File: src/rtl/rr_l2_arbiter.sv
// Two-requester round-robin arbiter in front of a line-oriented L2 port.
// One access is in flight at a time; a stalled L2 is aborted after TIMEOUT BUSY cycles.
module rr_l2_arbiter #(
    parameter int N            = 32,
    parameter int BLOCKSIZE    = 8,
    parameter int WORDSIZE     = 4,
    parameter int WORDSPERLINE = BLOCKSIZE / WORDSIZE,
    parameter int TIMEOUT      = 64
) (
    input  logic                              clk,
    input  logic                              rst,
    input  logic                              req_1,
    input  logic                              req_2,
    input  logic                              we_1,
    input  logic                              we_2,
    input  logic [N-1:0]                      addr_1,
    input  logic [N-1:0]                      addr_2,
    input  logic [WORDSPERLINE-1:0][N-1:0]    wdata_1,
    input  logic [WORDSPERLINE-1:0][N-1:0]    wdata_2,
    output logic                              ready_1,
    output logic                              ready_2,
    output logic [WORDSPERLINE-1:0][N-1:0]    rdata_1,
    output logic [WORDSPERLINE-1:0][N-1:0]    rdata_2,
    output logic                              hit_1,
    output logic                              hit_2,
    output logic                              mem_req,
    output logic                              mem_we,
    output logic [N-1:0]                      mem_addr,
    output logic [WORDSPERLINE-1:0][N-1:0]    mem_wdata,
    input  logic                              mem_done,
    input  logic [WORDSPERLINE-1:0][N-1:0]    mem_rdata,
    input  logic                              mem_hit,
    output logic                              err
);

    localparam logic [7:0] CNT_LAST = 8'(TIMEOUT - 1);

    typedef enum logic [1:0] {
        IDLE = 2'd0,
        BUSY = 2'd1,
        RESP = 2'd2
    } state_t;

    state_t     state;
    state_t     state_next;
    logic       ptr;        // 0 = requester 1 preferred, 1 = requester 2 preferred
    logic       grant;      // requester owning the access in flight
    logic       sel;
    logic [7:0] cnt;
    logic       start;
    logic       done_ok;
    logic       done_to;

    always_comb begin
        // NOTE: every variable gets a default before the case so no path can infer a latch.
        state_next = state;
        start      = 1'b0;
        done_ok    = 1'b0;
        done_to    = 1'b0;
        sel        = (req_1 && req_2) ? ptr : req_2;
        case (state)
            IDLE: if (req_1 || req_2) begin
                start      = 1'b1;
                state_next = BUSY;
            end
            BUSY: if (mem_done) begin
                done_ok    = 1'b1;
                state_next = RESP;
            end else if (cnt == CNT_LAST) begin
                done_to    = 1'b1;
                state_next = RESP;
            end
            RESP:    state_next = IDLE;
            default: state_next = IDLE;
        endcase
    end

    // NOTE: sequential state uses non-blocking assignments so every register samples pre-edge values.
    always_ff @(posedge clk) begin
        if (rst) state <= IDLE;
        else     state <= state_next;
    end

    always_ff @(posedge clk) begin
        if (rst) begin
            ptr       <= 1'b0;
            grant     <= 1'b0;
            cnt       <= '0;
            err       <= 1'b0;
            ready_1   <= 1'b0;
            ready_2   <= 1'b0;
            rdata_1   <= '0;
            rdata_2   <= '0;
            hit_1     <= 1'b0;
            hit_2     <= 1'b0;
            mem_req   <= 1'b0;
            mem_we    <= 1'b0;
            mem_addr  <= '0;
            mem_wdata <= '0;
        end else begin
            ready_1 <= 1'b0;
            ready_2 <= 1'b0;
            rdata_1 <= '0;
            rdata_2 <= '0;
            hit_1   <= 1'b0;
            hit_2   <= 1'b0;
            if (start) begin
                grant     <= sel;
                cnt       <= '0;
                mem_req   <= 1'b1;
                mem_we    <= sel ? we_2    : we_1;
                mem_addr  <= sel ? addr_2  : addr_1;
                mem_wdata <= sel ? wdata_2 : wdata_1;
            end else if (done_ok || done_to) begin
                // A timed-out access still completes towards the requester, with zeroed data.
                mem_req   <= 1'b0;
                mem_we    <= 1'b0;
                mem_addr  <= '0;
                mem_wdata <= '0;
                ptr       <= ~grant;
                err       <= err | done_to;
                if (grant) begin
                    ready_2 <= 1'b1;
                    rdata_2 <= done_ok ? mem_rdata : '0;
                    hit_2   <= done_ok & mem_hit;
                end else begin
                    ready_1 <= 1'b1;
                    rdata_1 <= done_ok ? mem_rdata : '0;
                    hit_1   <= done_ok & mem_hit;
                end
            end else if (state == BUSY) begin
                cnt <= cnt + 8'd1;
            end
        end
    end

endmodule

File: config.mk
export PLATFORM = sky130hd
export DESIGN_NAME = rr_l2_arbiter
export DESIGN_NICKNAME = d
export VERILOG_FILES = /design/src/rtl/rr_l2_arbiter.sv
export SDC_FILE = /design/constraint.sdc
export NUM_CORES = 1
export LEC_CHECK = 0
export BUFFER_PORTS_ARGS = -buffer_cell sky130_fd_sc_hd__buf_4
export CORE_AREA = 2 2 192 194
export CTS_CLUSTER_DIAMETER = 50
export DETAILED_ROUTE_END_ITERATION = 8
export DIE_AREA = 0 0 194 196
export PLACE_DENSITY = 0.57
export SYNTH_ARGS = -nofsm -noshare
export SYNTH_HDL_FRONTEND = slang
export SYNTH_SLANG_ARGS = --single-unit
File: constraint.sdc
create_clock -name clk -period 3.3 [get_ports clk]
set_input_delay 0.66 -clock clk [delete_from_list [all_inputs] [get_ports clk]]
set_output_delay 0.66 -clock clk [all_outputs]
set_load 0.005 [all_outputs]
After elaboration in Yosys (flattened, before gate mapping)
Cells that the tools add are included.
W data, S select, Z words.
Word-level totals
  word-level logic and storage cells: 65
  memories kept: 0
  bits in read-only memories: 0
  flip-flop bits (word level): 243
  output and inout port bits: 231
  bits of input ports: 264
  memory bits (writable): 0
  bits in latches: 0
Operators by class
  add/sub/neg operators: 1
  div/mod/pow operators: 0
  bitwise gates (word level): 5
  reductions and logical operators: 12
  multiply operators: 0
  equality and inequality tests: 4
  magnitude comparators: 0
  multiplexer cells: 25
  shift-type cells: 0
Operator list (number)
  $mux W64: 4
  $mux W32: 3
  $mux W1: 14
  $add A8 B1 Y8 const B: 1
  $eq A8 B6 Y1 const B: 1
  $reduce_or A4 Y1: 2
  $mux W2: 3
  $reduce_and A2 Y1: 3
  $pmux W2 S2: 1
  $ne A3 B3 Y1 const B: 1
  $not A1 Y1: 3
  $reduce_or A3 Y1: 1
  $eq A2 B1 Y1 const B: 1
  $logic_not A2 Y1: 1
  $logic_or A1 B1 Y1: 2
  $ne A2 B2 Y1 const B: 1
  $reduce_bool A2 Y1: 1
  $reduce_or A2 Y1: 1
  $and A1 B1 Y1: 1
  $logic_and A1 B1 Y1: 1
  $or A1 B1 Y1: 1

Longest topological paths before layout
Gate-level depths: netlist of run 1.
  word-level depth: 7
  gate-level depth with buffers: 7

Worst setup path after synthesis of run 1
No wires, ideal clock.
  path kind: input to register
  start point: input req_2
  end point: register rdata_2[0] in the netlist's numbering
  cell stages on the path: 7
  slack: 1334 ps
  data arrival time: 1906 ps
  library setup time: 60 ps
  path buffers: 3
  data required time: 3240 ps
  cell sequence: clkbuf_1 -> nor2_1 -> o21ai_2 -> nor4b_4 -> buf_4 -> buf_6 -> and3_1
Between the ends
  word-level cells in the longest chain between the ends: 4
RTL lines
  start: declaration: line 13  | input logic req_2,
  $logic_or A1 B1 Y1: line 62  | IDLE: if (req_1 || req_2) begin
  $mux W1: line 62
  $mux W1: line 61  | case (state)
  $reduce_or A4 Y1 (no line)
  end signal: assignment: line 124  | rdata_2 <= done_ok ? mem_rdata : '0;
  end: declaration: line 23  | output logic [WORDSPERLINE-1:0][N-1:0] rdata_2,
No other way between the ends.
A chain may end at the register's enable or synchronous reset.

Worst setup path in the final report of run 1
  start point: register cnt[0]
  end point: register rdata_2[56] in the netlist's numbering
Between the ends
  word-level cells in the longest chain between the ends: 7
RTL lines
  start: declaration: line 49  | logic [7:0] cnt;
  start signal: assignment: line 132  | cnt <= cnt + 8'd1;
  $eq A8 B6 Y1: line 69  | end else if (cnt == CNT_LAST) begin
  $mux W1: line 69
  $mux W1: line 66  | BUSY: if (mem_done) begin
  $mux W1: line 61
  $logic_or A1 B1 Y1: line 114  | end else if (done_ok || done_to) begin
  $not A1 Y1 (no line)
  $reduce_or A4 Y1 (no line)
No other way between the ends.

==> results.toml, run 1 <==
[worst_setup_path]
rr_startpoint = "cnt[0]$_SDFFE_PP0P_"
path_class = "flip-flop to flip-flop"
arrival_ns = 2.76
worstSetupEndpointType = "flip-flop"
worst_setup_path_start_kind = "flip-flop"
worst-path-max-fanout = 66
reg2reg_slack_ns = 1.03
crit_required_ns = 3.78
cp-startpoint = "cnt[0]$_SDFFE_PP0P_"

[timing]
finClkSkew_ns = 0.0283
setup_tns_ns = 0
relSlewSlack = 0.448
finalSetupViolCount = 0
fin_crit_sh = 0.689
period_minus_slack_ns = 2.27
fmaxAchievable_mhz = 440
rsz0062_at_grt = "no"
drv_slew = 0
worst_pin_slew_ns = 0.828
hold_viol_final = 0

[drt]
ant_nets = 0
drc = 0
vias = 9673
routedWlPerCell_um = 19.4
drt_iter0_markers = 408
viasPerCell = 4.92
firstDrtPassIters = 4
routed_wl_mm = 38.1

[power_and_ir_drop]
total_leakage_power_nw = 7.12
vdd_drop_max_uv = 483
p_per_area_nw_per_um2 = 545

[logic_synthesis]
ys_seq_elements = 243
synth_cell_types = 38
mappedNetlistArea_um2 = 9620
ys_seq_area_frac = 0.505
postSynth.asyncResetShare = 0
yosys_warnings = 0
yosysTopAreaCell = "dfxtp_1"
netlist_instances = 1044
ys.flop_type = "dfxtp_1"
synth.area.top_cells = "dfxtp_1 (51%), and3_1 (15%), a21boi_0 (7.6%), o211ai_1 (7.6%), a21oi_1 (5.4%)"
synth_edf_count = 0
synth_top_area_frac = 0.505
synthesis.nets = 1309
avgSynthCellArea_um2 = 9.22

[global_routing]
gr-usage-all-layers = 0.192
first_global_vias = 9443
grt_first_pass_wirelength_mm = 57.2
grt-ovfl-total = 0
antenna_found_initial = 2
grt_max_degree = 175

[clock_tree]
cts-root-buf = "clkbuf_16"
post_cts_buffers = 0
clock_latency_ns = 0.55
cts.hold.buffers_added = 0
cts-buffers-inserted = 37
cts_buffer_depth = 3
clk_pin_slew_ns = 0.06
cts.sinks = 243
ctsResizeCount = 0
cts.htree.levels = 2
cts_tree = "done"

[outcome]
status = "finished clean"

[placement]
dp_hpwl_mm = 26.3
gp_congestion = 0.818
io_buffers = 494

[floorplanning]
io_pins = 495
die_area_um2 = 38000
die_height_um = 196
start_util = 0.267
die_w_um = 194
core_um2 = 36100
rows = 70

[hold_path]
min_path_type = "primary input to flip-flop"
worstHoldStart = "mem_rdata[39]"

[layout]
fillCellCount = 3643
finalNetCount = 1732
syn2layout_area_growth_pct = 54.7
fin_util = 0.413
drive_above_1_share = 0.386

[job]
maxCapViolations = 0
cells in the final DEF (no fill, tap or decap), drive strengths merged, types with 3 or more instances in the layout:
master,n
o211ai,97
or3,3
buf,509
nor2,13
clkbuf,49
a21oi,105
a21boi,98
dfxtp,243
clkinv,11
nand2,3
inv,8
o21ai,102
and3,228
area by class of cell:
cell class / instances / area (um^2) / share of cell area
Sequential cell: 243 / 4860 / 0.327
Multi-Input combinational cell: 673 / 4280 / 0.288
Timing Repair Buffer: 509 / 3910 / 0.262
Clock buffer: 49 / 1010 / 0.0680
Tap cell: 468 / 586 / 0.0393
Clock inverter: 19 / 224 / 0.0150
Inverter: 3 / 11.3 / 0.000756
Antenna cell: 1 / 2.50 / 0.000168
worst max-delay path, cell delays in order, from the launching register on:
cell	delay, ns
dfxtp_1	0.36
ha_1	0.23
nor4bb_4	0.41
a21oi_4	0.13
nor4b_4	0.25
buf_4	0.52
and3_1	0.25
power by group:
group / switching, W / total (W) / internal, W
logic: 0.000576 / 0.00111 / 0.000538
clock network: 0.00156 / 0.00387 / 0.00231
registers: 0.0000654 / 0.00312 / 0.00306
total: 0.00220 / 0.00811 / 0.00591
through the flow:
step                      hold slack, ns  setup slack [ns]  area, um^2  total power [W]  instances
after CTS                          0.288              1.03       14900          0.00822       1964
after global routing               0.311             0.863       14900          0.00844       1965
final                              0.338              1.03       14900          0.00811       1965
after floorplan                    0.427              1.33        9620          0.00367       1044
after detailed placement           0.446             0.744       13700          0.00430       1896
after global placement             0.453             0.789       13700          0.00430       1896
flip-flops by register name, summed over array words and instances (netlist names):
signal,count
ptr,1
state,2
grant,1
ready_1,1
hit_1,1
mem_req,1
cnt,8
rdata_2,64
hit_2,1
rdata_1,64
ready_2,1
err,1
mem_wdata,64
mem_addr,32
mem_we,1
Yosys cell counts, drive strengths merged, types with 2 or more instances:
library cell  number
nor3               2
mux2i              2
nor2              13
buf               21
and3             228
a21boi            98
nand2b             2
or3                3
o31ai              2
dfxtp            243
or4                2
inv                3
o211ai            97
nand2              3
a21oi            105
nand3              2
o21ai            102
clkbuf           104
cells by family after synthesis:
| group | share of synthesized area |
|---|---|
| XOR/XNOR | 0.000910 |
| AND/OR/NAND/NOR | 0.170 |
| AO/OA/AOI/OAI | 0.265 |
| buffers and inverters | 0.0553 |
| flip-flops | 0.505 |
| multiplexers | 0.00208 |
| adder cells (fa/ha/maj) | 0.00130 |
routing by layer:
layer	track usage	vias to the layer above	wire length (um)
li1	-	4671	-
met4	0.0833	0	1250
met3	0.0686	62	3430
met1	0.221	4563	15100
met2	0.320	377	18300
met5	0	-	0
worst paths after layout:
| kind | endpoint | cells after the start |
|---|---|---|
| worst max-delay path | rdata_2[56]$_SDFF_PP0_ | 6 |
| worst min-delay path | rdata_1[39]$_SDFF_PP0_ | 2 |
| worst max register to register | rdata_2[56]$_SDFF_PP0_ | 6 |
| worst min register to register | ptr$_SDFFE_PP0P_ | 2 |
Note: power is estimated with default switching activity, not from simulation.
==> run 2, diff against run 1 <==
- clock period: 3.3 -> 2.2 ns (I/O delays scaled with it)
==> results.toml, run 2 (synthesized netlist as in run 1, its figures left out) <==
[placement]
dp_cells = 1908
post_dp_cell_area_um2 = 13800
preCtsSetupSlack_ns = 0.117
dp_hpwl_mm = 27.1
io_buffers = 494
gp_congestion = 0.803

[worst_setup_path]
worst-path-max-fanout = 66
worst_setup_path_start_kind = "flip-flop"
path_class = "flip-flop to flip-flop"
arrival_ns = 2.49
worst-r2r-cell-count = 6
crit_required_ns = 2.67
worstSetupEndpointType = "flip-flop"

[power_and_ir_drop]
p_per_area_nw_per_um2 = 811
pwr-share-comb = 0.142
clockPowerShare = 0.475
p_int_w = 0.00900
p_sw_w = 0.00323
finalPower_w = 0.0122
sw_frac_of_total = 0.264
total_leakage_power_nw = 7.22
vdd_drop_max_uv = 512
p_seq_frac = 0.383

[clock_tree]
cts_buffer_depth = 3
cts.hold.buffers_added = 0
cts.htree.levels = 2
post_cts_buffers = 0
cts-root-buf = "clkbuf_16"
ctsResizeCount = 0
cts.sinks = 243
clk_pin_slew_ns = 0.06
clock_latency_ns = 0.53
cts_tree = "done"
cts-buffers-inserted = 37

[layout]
final_cell_mix = "buf_4 (507), dfxtp_1 (243), and3_1 (228)"
drive_above_1_share = 0.393
multi_input_area_um2 = 4280
stdcell_count = 1976
register_area_um2 = 4860
top_regs = "mem_wdata (64), rdata_1 (64), rdata_2 (64)"
syn2layout_area_growth_pct = 56.6
final_cell_area_um2 = 15100
final_common_cell = "buf_4"
finalNetCount = 1744
fillCellCount = 3602

[hold_path]
min_path_cells = 2
min_path_type = "primary input to flip-flop"

[floorplanning]
die_height_um = 196
rows = 70
start_util = 0.267
io_pins = 495
core_um2 = 36100
die_w_um = 194
die_area_um2 = 38000

[timing]
rsz0062_at_grt = "no"
worst_slack_ns = 0.172
period_minus_slack_ns = 2.03
fin_crit_sh = 0.922
finClkSkew_ns = 0.0243
drv_slew = 0
worst_pin_slew_ns = 0.728
finalSetupViolCount = 0
hold_viol_final = 0
setup_tns_ns = 0
relSlewSlack = 0.515
fmaxAchievable_mhz = 493

[drt]
drc = 0
routedWlPerCell_um = 19.3
viasPerCell = 4.93
vias = 9748
routed_wl_mm = 38.1
ant_nets = 0
firstDrtPassIters = 5
drt_iter0_markers = 429

[global_routing]
grt-ovfl-total = 0
first_global_vias = 9668
grt_max_degree = 131
gr-usage-all-layers = 0.191
grt_first_pass_wirelength_mm = 57.6
antenna_found_initial = 2

[job]
maxCapViolations = 0

[outcome]
status = "finished clean"
run 2: changes by cell type in the layout (fill, tap and decap cells not counted), sizes merged:
cell      before  now
clkinvlp       2    0
buf          509  521
clkinv        11   14
inv            8    7
bufinv         1    2
clkbuf        49   47
run 2: through the flow:
| stage | hold slack, ns | utilization |
|---|---|---|
| 6_report | 0.119 | 0.418 |
| 5_1_grt | 0.100 | 0.418 |
| 4_1_cts | 0.0896 | 0.418 |
| 3_5_place_dp | 0.454 | 0.383 |
| 3_3_place_gp | 0.441 | 0.383 |
| 2_1_floorplan | 0.427 | - |
run 2: power by group through the flow:
stage               sequential, W  combinational, W  clock (W)
global placement          0.00477           0.00174          0
detailed placement        0.00477           0.00175          0
global route              0.00470           0.00190    0.00614
CTS                       0.00469           0.00176    0.00595
finish                    0.00468           0.00174    0.00581
floorplan                 0.00478          0.000723          0
run 2: routing by layer:
metal / up-vias / GRT usage / wire (um)
li1: 4694 / - / -
met1: 4559 / 0.222 / 15000
met2: 432 / 0.322 / 18300
met3: 63 / 0.0686 / 3630
met4: 0 / 0.0718 / 1100
met5: - / 0 / 0
run 2: path summary, 6_finish.rpt:
check | to | slack [ns] | start
setup / recovery | rdata_2[2]$_SDFF_PP0_ | 0.17 | cnt[0]$_SDFFE_PP0P_
hold reg to reg | ptr$_SDFFE_PP0P_ | 0.46 | ptr$_SDFFE_PP0P_
hold / removal | ready_1$_SDFF_PP0_ | 0.12 | rst
setup reg to reg | rdata_2[2]$_SDFF_PP0_ | 0.17 | cnt[0]$_SDFFE_PP0P_
run 2: final cells by class:
class,instances,share of cell area
sequential,243,0.323
multi-input combinational,673,0.284
timing repair buffer,521,0.271
clock buffer,47,0.0666
tap,468,0.0388
clock inverter,20,0.0158
inverter,3,0.000747
antenna,1,0.000166
run 2: worst max-delay path, cell delays in order, from the launching register on:
cell and delay [ns]:
dfxtp_1 0.36, ha_1 0.22, nor4bb_4 0.41, a21oi_4 0.14, nor4b_4 0.32, buf_12 0.27, and3_1 0.20
==> run 3, diff against run 2 <==
- clock period: 2.2 -> 1.93 ns (I/O delays scaled with it)
==> results.toml, run 3 (synthesized netlist as in run 1, its figures left out) <==
[timing]
setup_tns_ns = 0
fmaxAchievable_mhz = 559
finalSetupViolCount = 0
worst_pin_slew_ns = 0.775
finClkSkew_ns = 0.0125
fin_crit_sh = 0.926
drv_slew = 0
hold_viol_final = 0
period_minus_slack_ns = 1.79
rsz0062_at_grt = "no"
relSlewSlack = 0.483

[outcome]
status = "finished clean"

[clock_tree]
cts-buffers-inserted = 35
cts-root-buf = "clkbuf_16"
cts_tree = "done"
clock_latency_ns = 0.51
cts_buffer_depth = 3
cts.hold.buffers_added = 0
cts.htree.levels = 2
cts.sinks = 243
clk_pin_slew_ns = 0.06

[worst_setup_path]
crit_family = "simple AND/OR/NAND/NOR gates"
worst_setup_path_start_kind = "flip-flop"
slowest_stage = "dfxtp_1"
path_cells = "ha_1 -> nor4bb_4 -> a21oi_4 -> nor4b_4 -> buf_4 -> clkbuf_16 -> and3_1"
worstSetupEndpointType = "flip-flop"
cpPeakStageDelay_ns = 0.35
path_class = "flip-flop to flip-flop"
crit_buf_inv = 2
worst-path-max-fanout = 33
crit_required_ns = 2.38
arrival_ns = 2.23

[layout]
top_regs = "mem_wdata (64), rdata_1 (64), rdata_2 (64)"
syn2layout_area_growth_pct = 57.4
drive_above_1_share = 0.394
finalNetCount = 1755
final_common_cell = "buf_4"
final_cell_mix = "buf_4 (517), dfxtp_1 (243), and3_1 (228)"

[power_and_ir_drop]
vdd_drop_max_uv = 866
finalPower_w = 0.0138
total_leakage_power_nw = 7.26
p_per_area_nw_per_um2 = 911

[drt]
firstDrtPassIters = 4
drc = 0
vias = 9712
ant_nets = 0
routedWlPerCell_um = 18.9
viasPerCell = 4.89
drt_iter0_markers = 342
routed_wl_mm = 37.7

[global_routing]
grt_max_degree = 131
gr-usage-all-layers = 0.187
first_global_vias = 9606
antenna_found_initial = 5
grt_first_pass_wirelength_mm = 56.5
grt-ovfl-total = 0

[placement]
io_buffers = 494
dp_hpwl_mm = 27.0
gp_congestion = 0.814

[floorplanning]
rows = 70
start_util = 0.267
die_area_um2 = 38000
io_pins = 495
die_height_um = 196
core_um2 = 36100
die_w_um = 194

[hold_path]
min_path_type = "primary input to flip-flop"

[job]
maxCapViolations = 0
run 3: cell types whose count changed in the layout (fill, tap and decap cells not counted), sizes merged:
cell,previous run,this run
diode,1,4
clkinv,14,6
bufinv,2,4
inv,7,10
buf,521,533
run 3: metrics by stage:
step | cells | cell area (um^2) | hold WS, ns | util | worst slack, ns
after floorplan | 1044 | 9620 | 0.427 | - | 0.122
after global placement | 1918 | 13900 | 0.448 | 0.385 | 0.0813
after detailed placement | 1918 | 13900 | 0.448 | 0.385 | 0.0423
after CTS | 1981 | 15100 | 0.0665 | 0.418 | 0.0257
after global routing | 1988 | 15100 | 0.0846 | 0.420 | 0.00830
final | 1988 | 15100 | 0.0918 | 0.420 | 0.142
run 3: routing by layer:
metal / global-route usage / wire length [um] / vias to the layer above
met4: 0.0783 / 1240 / 0
li1: - / - / 4717
met5: 0 / 0 / -
met2: 0.315 / 18000 / 408
met1: 0.213 / 14800 / 4531
met3: 0.0679 / 3560 / 56
run 3: path summary, 6_finish.rpt:
path | start | endpoint | slack, ns | depth (start not counted)
worst min register to register | ptr$_SDFFE_PP0P_ | ptr$_SDFFE_PP0P_ | 0.45 | 2
worst min-delay path | rst | ready_1$_SDFF_PP0_ | 0.09 | 2
worst max-delay path | cnt[1]$_SDFFE_PP0P_ | rdata_2[56]$_SDFF_PP0_ | 0.14 | 7
worst max register to register | cnt[1]$_SDFFE_PP0P_ | rdata_2[56]$_SDFF_PP0_ | 0.14 | 7
run 3: worst reg2reg max path, delay by kind of cell (launching register included):
kind	cells	cell delay, ns
flip-flops	1	0.35
adder cells (fa/ha/maj)	1	0.18
AND/OR/NAND/NOR	3	0.73
AO/OA/AOI/OAI	1	0.12
buffers and inverters	2	0.35
run 3: layout make-up:
| type | count | area [um^2] |
|---|---|---|
| Fill cell | 3607 | 20900 |
| Clock inverter | 17 | 245 |
| Sequential cell | 243 | 4860 |
| Clock buffer | 46 | 937 |
| Timing Repair Buffer | 534 | 4210 |
| Multi-Input combinational cell | 673 | 4280 |
| Inverter | 3 | 11.3 |
| Tap cell | 468 | 586 |
| Antenna cell | 4 | 10.0 |
run 3: power by group:
group          switching (W)  internal (W)  total, W
Sequential          0.000114       0.00523   0.00534
Clock                0.00243       0.00404   0.00647
Combinational       0.000987      0.000991   0.00198
run 3: repair_timing:
item,in CTS,in global routing
endpoints found under the hold margin,0,0
buffers inserted,0,2
gates resized for setup,0,5
endpoints found under the setup margin,0,141
